`src/rtl/shake_arb_pkg.sv`:
```
// Shared types and constants for the SHAKE core arbiter slice.
package shake_arb_pkg;

    typedef enum logic [1:0] {
        IDLE  = 2'd0,
        GRANT = 2'd1,
        OWN   = 2'd2,
        DRAIN = 2'd3
    } arb_state_t;

    localparam int SHA3_ADDR_W     = 7;
    localparam int SHA3_DATA_W     = 32;
    localparam int TIMEOUT_DEFAULT = 255;

    // Watchdog counter width: enough for the limit, clamped to 8..16 bits.
    function automatic int wd_cnt_w(input int limit);
        int w;
        w = $clog2(limit + 1);
        if (w < 8) begin
            w = 8;
        end else if (w > 16) begin
            w = 16;
        end else begin
            w = w;
        end
        return w;
    endfunction

endpackage

```
`src/rtl/shake_rr_pick.sv`:
```
// Combinational rotate-priority picker: first request after last_owner wins.
module shake_rr_pick
    import shake_arb_pkg::*;
#(
    parameter int NUM_REQ = 2,
    parameter int IDX_W   = $clog2(NUM_REQ)
) (
    input  logic [NUM_REQ-1:0] i_req,
    input  logic [IDX_W-1:0]   i_last_owner,
    output logic [NUM_REQ-1:0] o_onehot,
    output logic [IDX_W-1:0]   o_idx,
    output logic               o_valid
);

    // Scan farthest-first so the nearest requester after last_owner overwrites.
    always_comb begin : p_pick
        int                 cand;
        logic [IDX_W-1:0]   cand_idx;
        cand     = 0;
        cand_idx = '0;
        o_idx    = '0;
        for (int k = NUM_REQ; k >= 1; k--) begin
            cand     = (int'(i_last_owner) + k) % NUM_REQ;
            cand_idx = IDX_W'(cand);
            o_idx    = i_req[cand_idx] ? cand_idx : o_idx;
        end
        o_valid  = |i_req;
        o_onehot = o_valid ? (NUM_REQ'(1) << o_idx) : '0;
    end

endmodule

```
`src/rtl/shake_core_arbiter.sv`:
```
// Round-robin owner arbiter for a single shared sha3 core port.
// Optional watchdog revoke enabled by defining SHAKE_ARB_TIMEOUT_EN.
module shake_core_arbiter
    import shake_arb_pkg::*;
#(
    parameter int NUM_REQ        = 2,
    parameter int ADDR_W         = SHA3_ADDR_W,
    parameter int DATA_W         = SHA3_DATA_W,
    parameter int TIMEOUT_CYCLES = TIMEOUT_DEFAULT
) (
    input  logic                      clk,
    input  logic                      rst,
    input  logic [NUM_REQ-1:0]        req,
    output logic [NUM_REQ-1:0]        gnt,
    input  logic [NUM_REQ-1:0]        rq_w,
    input  logic [NUM_REQ*ADDR_W-1:0] rq_addr,
    input  logic [NUM_REQ*DATA_W-1:0] rq_din,
    input  logic [NUM_REQ-1:0]        rq_init,
    input  logic [NUM_REQ-1:0]        rq_next,
    output logic [NUM_REQ-1:0]        rq_ready,
    output logic [DATA_W-1:0]         rq_dout,
    output logic                      core_w,
    output logic [ADDR_W-1:0]         core_addr,
    output logic [DATA_W-1:0]         core_din,
    output logic                      core_init,
    output logic                      core_next,
    input  logic                      core_ready,
    input  logic [DATA_W-1:0]         core_dout,
    output logic                      busy,
    output logic                      timeout_err
);

    localparam int IDX_W = $clog2(NUM_REQ);

    arb_state_t         r_state, w_state_nxt;
    logic [NUM_REQ-1:0] r_gnt, w_gnt_nxt;
    logic [IDX_W-1:0]   r_last_owner, w_last_nxt;
    logic               r_timeout_err, w_terr_nxt;
    logic [NUM_REQ-1:0] w_pick_onehot;
    logic [IDX_W-1:0]   w_pick_idx;
    logic               w_pick_valid;
    logic               w_owner_req;
    logic               w_owner_strobe;
    logic               w_revoke;

    shake_rr_pick #(
        .NUM_REQ (NUM_REQ),
        .IDX_W   (IDX_W)
    ) u_pick (
        .i_req        (req),
        .i_last_owner (r_last_owner),
        .o_onehot     (w_pick_onehot),
        .o_idx        (w_pick_idx),
        .o_valid      (w_pick_valid)
    );

    assign w_owner_req    = |(req & r_gnt);
    assign w_owner_strobe = |((rq_w | rq_init | rq_next) & r_gnt);

`ifdef SHAKE_ARB_TIMEOUT_EN
    localparam int CNT_W = wd_cnt_w(TIMEOUT_CYCLES);
    logic [CNT_W-1:0] r_wd_cnt;
    logic             w_wd_tick;

    assign w_wd_tick = (r_state == OWN) && core_ready && !w_owner_strobe;
    assign w_revoke  = w_wd_tick && w_owner_req && (r_wd_cnt == CNT_W'(TIMEOUT_CYCLES - 1));

    // Watchdog: counts idle-but-ready owner cycles, cleared by any owner strobe.
    always_ff @(posedge clk) begin
        if (rst) begin
            r_wd_cnt <= '0;
        end else if ((r_state != OWN) || w_owner_strobe || w_revoke) begin
            r_wd_cnt <= '0;
        end else if (w_wd_tick) begin
            r_wd_cnt <= r_wd_cnt + CNT_W'(1);
        end else begin
            r_wd_cnt <= r_wd_cnt;
        end
    end
`else
    assign w_revoke = 1'b0;
`endif

    // Next-state and grant logic; req drop by owner takes precedence over revoke.
    always_comb begin
        w_state_nxt = r_state;
        w_gnt_nxt   = r_gnt;
        w_last_nxt  = r_last_owner;
        w_terr_nxt  = 1'b0;
        case (r_state)
            IDLE: begin
                if (w_pick_valid) begin
                    w_gnt_nxt   = w_pick_onehot;
                    w_last_nxt  = w_pick_idx;
                    w_state_nxt = GRANT;
                end else begin
                    w_state_nxt = IDLE;
                end
            end
            GRANT: w_state_nxt = core_ready ? OWN : GRANT;
            OWN: begin
                if (!w_owner_req) begin
                    w_gnt_nxt   = '0;
                    w_state_nxt = DRAIN;
                end else if (w_revoke) begin
                    w_gnt_nxt   = '0;
                    w_state_nxt = DRAIN;
                    w_terr_nxt  = 1'b1;
                end else begin
                    w_state_nxt = OWN;
                end
            end
            DRAIN: w_state_nxt = core_ready ? IDLE : DRAIN;
            default: begin
                w_gnt_nxt   = '0;
                w_state_nxt = IDLE;
            end
        endcase
    end

    // State, grant, round-robin pointer and error pulse registers.
    always_ff @(posedge clk) begin
        if (rst) begin
            r_state       <= IDLE;
            r_gnt         <= '0;
            r_last_owner  <= IDX_W'(NUM_REQ - 1);
            r_timeout_err <= 1'b0;
        end else begin
            r_state       <= w_state_nxt;
            r_gnt         <= w_gnt_nxt;
            r_last_owner  <= w_last_nxt;
            r_timeout_err <= w_terr_nxt;
        end
    end

    // Core port mux: the registered one-hot grant masks every client lane.
    always_comb begin
        core_w    = 1'b0;
        core_addr = '0;
        core_din  = '0;
        core_init = 1'b0;
        core_next = 1'b0;
        for (int i = 0; i < NUM_REQ; i++) begin
            core_w    = core_w    | (rq_w[i]    & r_gnt[i]);
            core_init = core_init | (rq_init[i] & r_gnt[i]);
            core_next = core_next | (rq_next[i] & r_gnt[i]);
            core_addr = core_addr | (rq_addr[i*ADDR_W +: ADDR_W] & {ADDR_W{r_gnt[i]}});
            core_din  = core_din  | (rq_din[i*DATA_W +: DATA_W]  & {DATA_W{r_gnt[i]}});
        end
    end

    assign gnt         = r_gnt;
    assign rq_ready    = r_gnt & {NUM_REQ{core_ready}};
    assign rq_dout     = core_dout;
    assign busy        = (r_state != IDLE);
    assign timeout_err = r_timeout_err;

endmodule

```
`config.mk`:
```
export PLATFORM = sky130hd
export DESIGN_NAME = shake_core_arbiter
export DESIGN_NICKNAME = d
export VERILOG_FILES = /design/src/rtl/shake_arb_pkg.sv /design/src/rtl/shake_rr_pick.sv /design/src/rtl/shake_core_arbiter.sv
export SDC_FILE = /design/constraint.sdc
export NUM_CORES = 1
export LEC_CHECK = 0
export BUFFER_PORTS_ARGS = -buffer_cell sky130_fd_sc_hd__buf_2
export CELL_PAD_IN_SITES_DETAIL_PLACEMENT = 1
export CELL_PAD_IN_SITES_GLOBAL_PLACEMENT = 1
export CORE_MARGIN = 1
export CORE_UTILIZATION = 14
export DETAILED_ROUTE_END_ITERATION = 7
export GPL_TIMING_DRIVEN = 1
export PLACE_DENSITY = 0.85
export SLEW_MARGIN = 20
export SYNTH_ARGS = -nofsm -noshare
export SYNTH_HDL_FRONTEND = slang
export SYNTH_SLANG_ARGS = --single-unit
```
`constraint.sdc`:
```
create_clock -name clk -period 2.3 [get_ports clk]
set_clock_uncertainty 0.1 [all_clocks]
set_input_delay 0.23 -clock clk [delete_from_list [all_inputs] [get_ports clk]]
set_output_delay 0.23 -clock clk [all_outputs]
set_load 0.02 [all_outputs]
```
==> flow_metrics.env <==
export IMPL_status="complete, no violations"
export IMPL_yosysMostFrequentCell="a22o_1"
export IMPL_port_buffer_count=135
export IMPL_drive_gt1_frac=0.6667
export IMPL_worstSetupStartpointType="register"
export IMPL_grt_max_degree=24
export IMPL_fillers=795
export IMPL_setup_slack_ns=0.5294
export IMPL_syn_inst=116
export IMPL_wire_per_inst_um=13.46
export IMPL_grt_overflow=0
export IMPL_synthArstFlopShare=0
export IMPL_synth_xor_area_frac=0.009537
export IMPL_cts_sinks=5
export IMPL_hold_viol_final=0
export IMPL_drtIter0Drc=16
export IMPL_slew_headroom=0.6647
export IMPL_cp_cell_sequence="buf_4 -> a22o_1 -> buf_2"
export IMPL_slew_viol_final=0
export IMPL_synth_top_cell_area_share=0.4101
export IMPL_setup_worst_path_end_class="primary output"
export IMPL_rsz0062_at_grt="no"
export IMPL_place_ws_ns=0.7298
export IMPL_synth_seq_area_share=0.1090
export IMPL_track_usage=0.1083
export IMPL_post_cts_resized=0
export IMPL_syn2layout_area_growth_pct=62.26
export IMPL_finalSetupViolCount=0
export IMPL_synth_compound_area_frac=0.4632
export IMPL_die_area_mm2=0.006887
export IMPL_grt_pass1_vias=1300
export IMPL_fin_util=0.2347
export IMPL_ys_flop_type="dfxtp_1"
export IMPL_synthMuxAreaShare=0
export IMPL_worstMarginPinSlew_ns=0.5022
export IMPL_regArea_um2=100.1
export IMPL_tritoncts="yes"
export IMPL_cts_setup_buffers=0
export IMPL_htree_levels=1
export IMPL_final_nets=338
export IMPL_max_cap_viol_count=0
export IMPL_cts_made_buffers=3
export IMPL_synth_simple_area_share=0.08311
export IMPL_viasPerCell=4.423
export IMPL_fp_row_count=29
export IMPL_synth_edff_count=0
export IMPL_syn_avg_cell_area_um2=7.917
export IMPL_synthTopCellsByCount="a22o_1, buf_4, clkbuf_1"
export IMPL_ir_drop_mv=0.1990
export IMPL_ys_types=19
export IMPL_root_buffer="clkbuf_8"
export IMPL_pin_count=201
export IMPL_fin_crit_ns=1.771
export IMPL_cp_arrival_ns=1.44
export IMPL_cp_slowest_stage_delay_ns=0.62
export IMPL_drtPass1Iterations=4
export IMPL_multi_input_area_um2=514.2
export IMPL_antenna_found_initial=0
export IMPL_critPathRequiredTime_ns=1.97
export IMPL_syn_area_um2=918.4
export IMPL_hpwlAfterDp_mm=3.405
export IMPL_drt_total_wl_mm=3.945
export IMPL_setup_tns_ns=0
export IMPL_synth_top_family_by_area="compound AO/OA/AOI/OAI gates"
export IMPL_drc=0
export IMPL_synth_fp_nets=237
export IMPL_dr_total_vias=1296
export IMPL_synthAdderAreaFrac=0
export IMPL_synth_top_cells_by_area="a22o_1, buf_4, dfxtp_1"
export IMPL_synth_warnings=0
export IMPL_crit_slowest_cell="dfxtp_1"
export IMPL_powerDensity_mw_per_mm2=463.0
export IMPL_min_period_over_period=0.7698
export IMPL_initial_utilization=0.1446
export IMPL_die_w_um=82.99
export IMPL_critical_path_class="reg2out"
export IMPL_core_area_mm2=0.006350
export IMPL_gp_congestion=0.7423
export IMPL_hold_buffers=0
export IMPL_clock_latency_ns=0.23
export IMPL_cts_path_max_buffers=2
export IMPL_fp_dieH_um=82.99
export IMPL_hold_path_class="in2reg"
export IMPL_p_leak_uw=0.0008832
export IMPL_synth_seq_cells=5
export IMPL_grt_pass1_wl_mm=6.023
export IMPL_max_freq_ghz=0.5648
export IMPL_path_max_fanout=13
export IMPL_yosys_area_top_type="a22o_1"
export IMPL_diodes=0
export IMPL_ant_nets=0
export IMPL_clk_pin_slew_ns=0.04
flip-flops by register name, indices dropped and copies added (netlist names):
name          flops
gnt               2
r_state           2
r_last_owner      1
report_power, final:
part	internal, uW	total (uW)	leakage, uW	switching [uW]
Combinational	185	406	0.000819	221
Sequential	96.1	117	0.0000414	20.6
Clock	119	167	0.0000228	48.0
stage by stage:
step / hold WS (ns) / instance area [um2] / cells / total power, uW
finish: 0.1371 / 1490 / 293 / 690.0
global route: 0.1431 / 1490 / 293 / 738.8
CTS: 0.1387 / 1490 / 293 / 697.4
detailed placement: 0.3601 / 1445 / 289 / 529.2
global placement: 0.3601 / 1445 / 289 / 520.1
floorplan: 0.1924 / 918.4 / 116 / 429.0
routing by layer:
metal | up-vias | global-route usage | share of wire
li1 | 604 | - | -
met1 | 580 | 0.09915 | 0.34
met2 | 108 | 0.2198 | 0.56
met3 | 4 | 0.02684 | 0.094
met4 | 0 | 0.04859 | 0.0068
met5 | - | 0 | 0
logic make-up after synthesis:
kind of cell / after synthesis
other: 1
AOI/OAI and AO/OA: 50
DFF: 5
buffers and inverters: 44
and+or+nand+nor: 15
xor gates and xnor gates: 1
layout make-up:
type / instances / area share
inverter: 1 / 0.002519
timing repair buffer: 139 / 0.4903
tap: 77 / 0.06465
multi-input combinational: 67 / 0.3451
sequential: 5 / 0.06717
clock buffer: 4 / 0.03023
path summary, 6_finish.rpt:
kind,startpoint,endpoint,slack (ns),cells past startpoint
setup reg to reg,gnt[1],gnt[1],0.88,3
hold reg to reg,r_last_owner,r_last_owner,0.42,1
setup / recovery,gnt[1],core_din[30],0.53,3
hold / removal,rst,r_state[0],0.14,2
critical path: cells and delay by family, from the launching register on:
family          cells  cell delay (ns)
compound gates      1             0.15
buf+inv             2             0.44
flops               1             0.62
cells in the final DEF (no fill, tap or decap), drive strengths merged:
cell type	synthesis	routed
nor3	1	1
xor2	1	1
a211o	2	2
a31oi	2	2
o21ai	2	2
buf	35	139
nand2	3	3
dfxtp	5	5
a22o	43	43
and2	2	2
nand2b	2	2
nor3b	1	1
conb	1	1
a21oi	1	1
clkbuf	8	4
inv	1	1
nor2	2	2
nand3	4	4
Note: power is estimated with default switching activity, not from simulation.
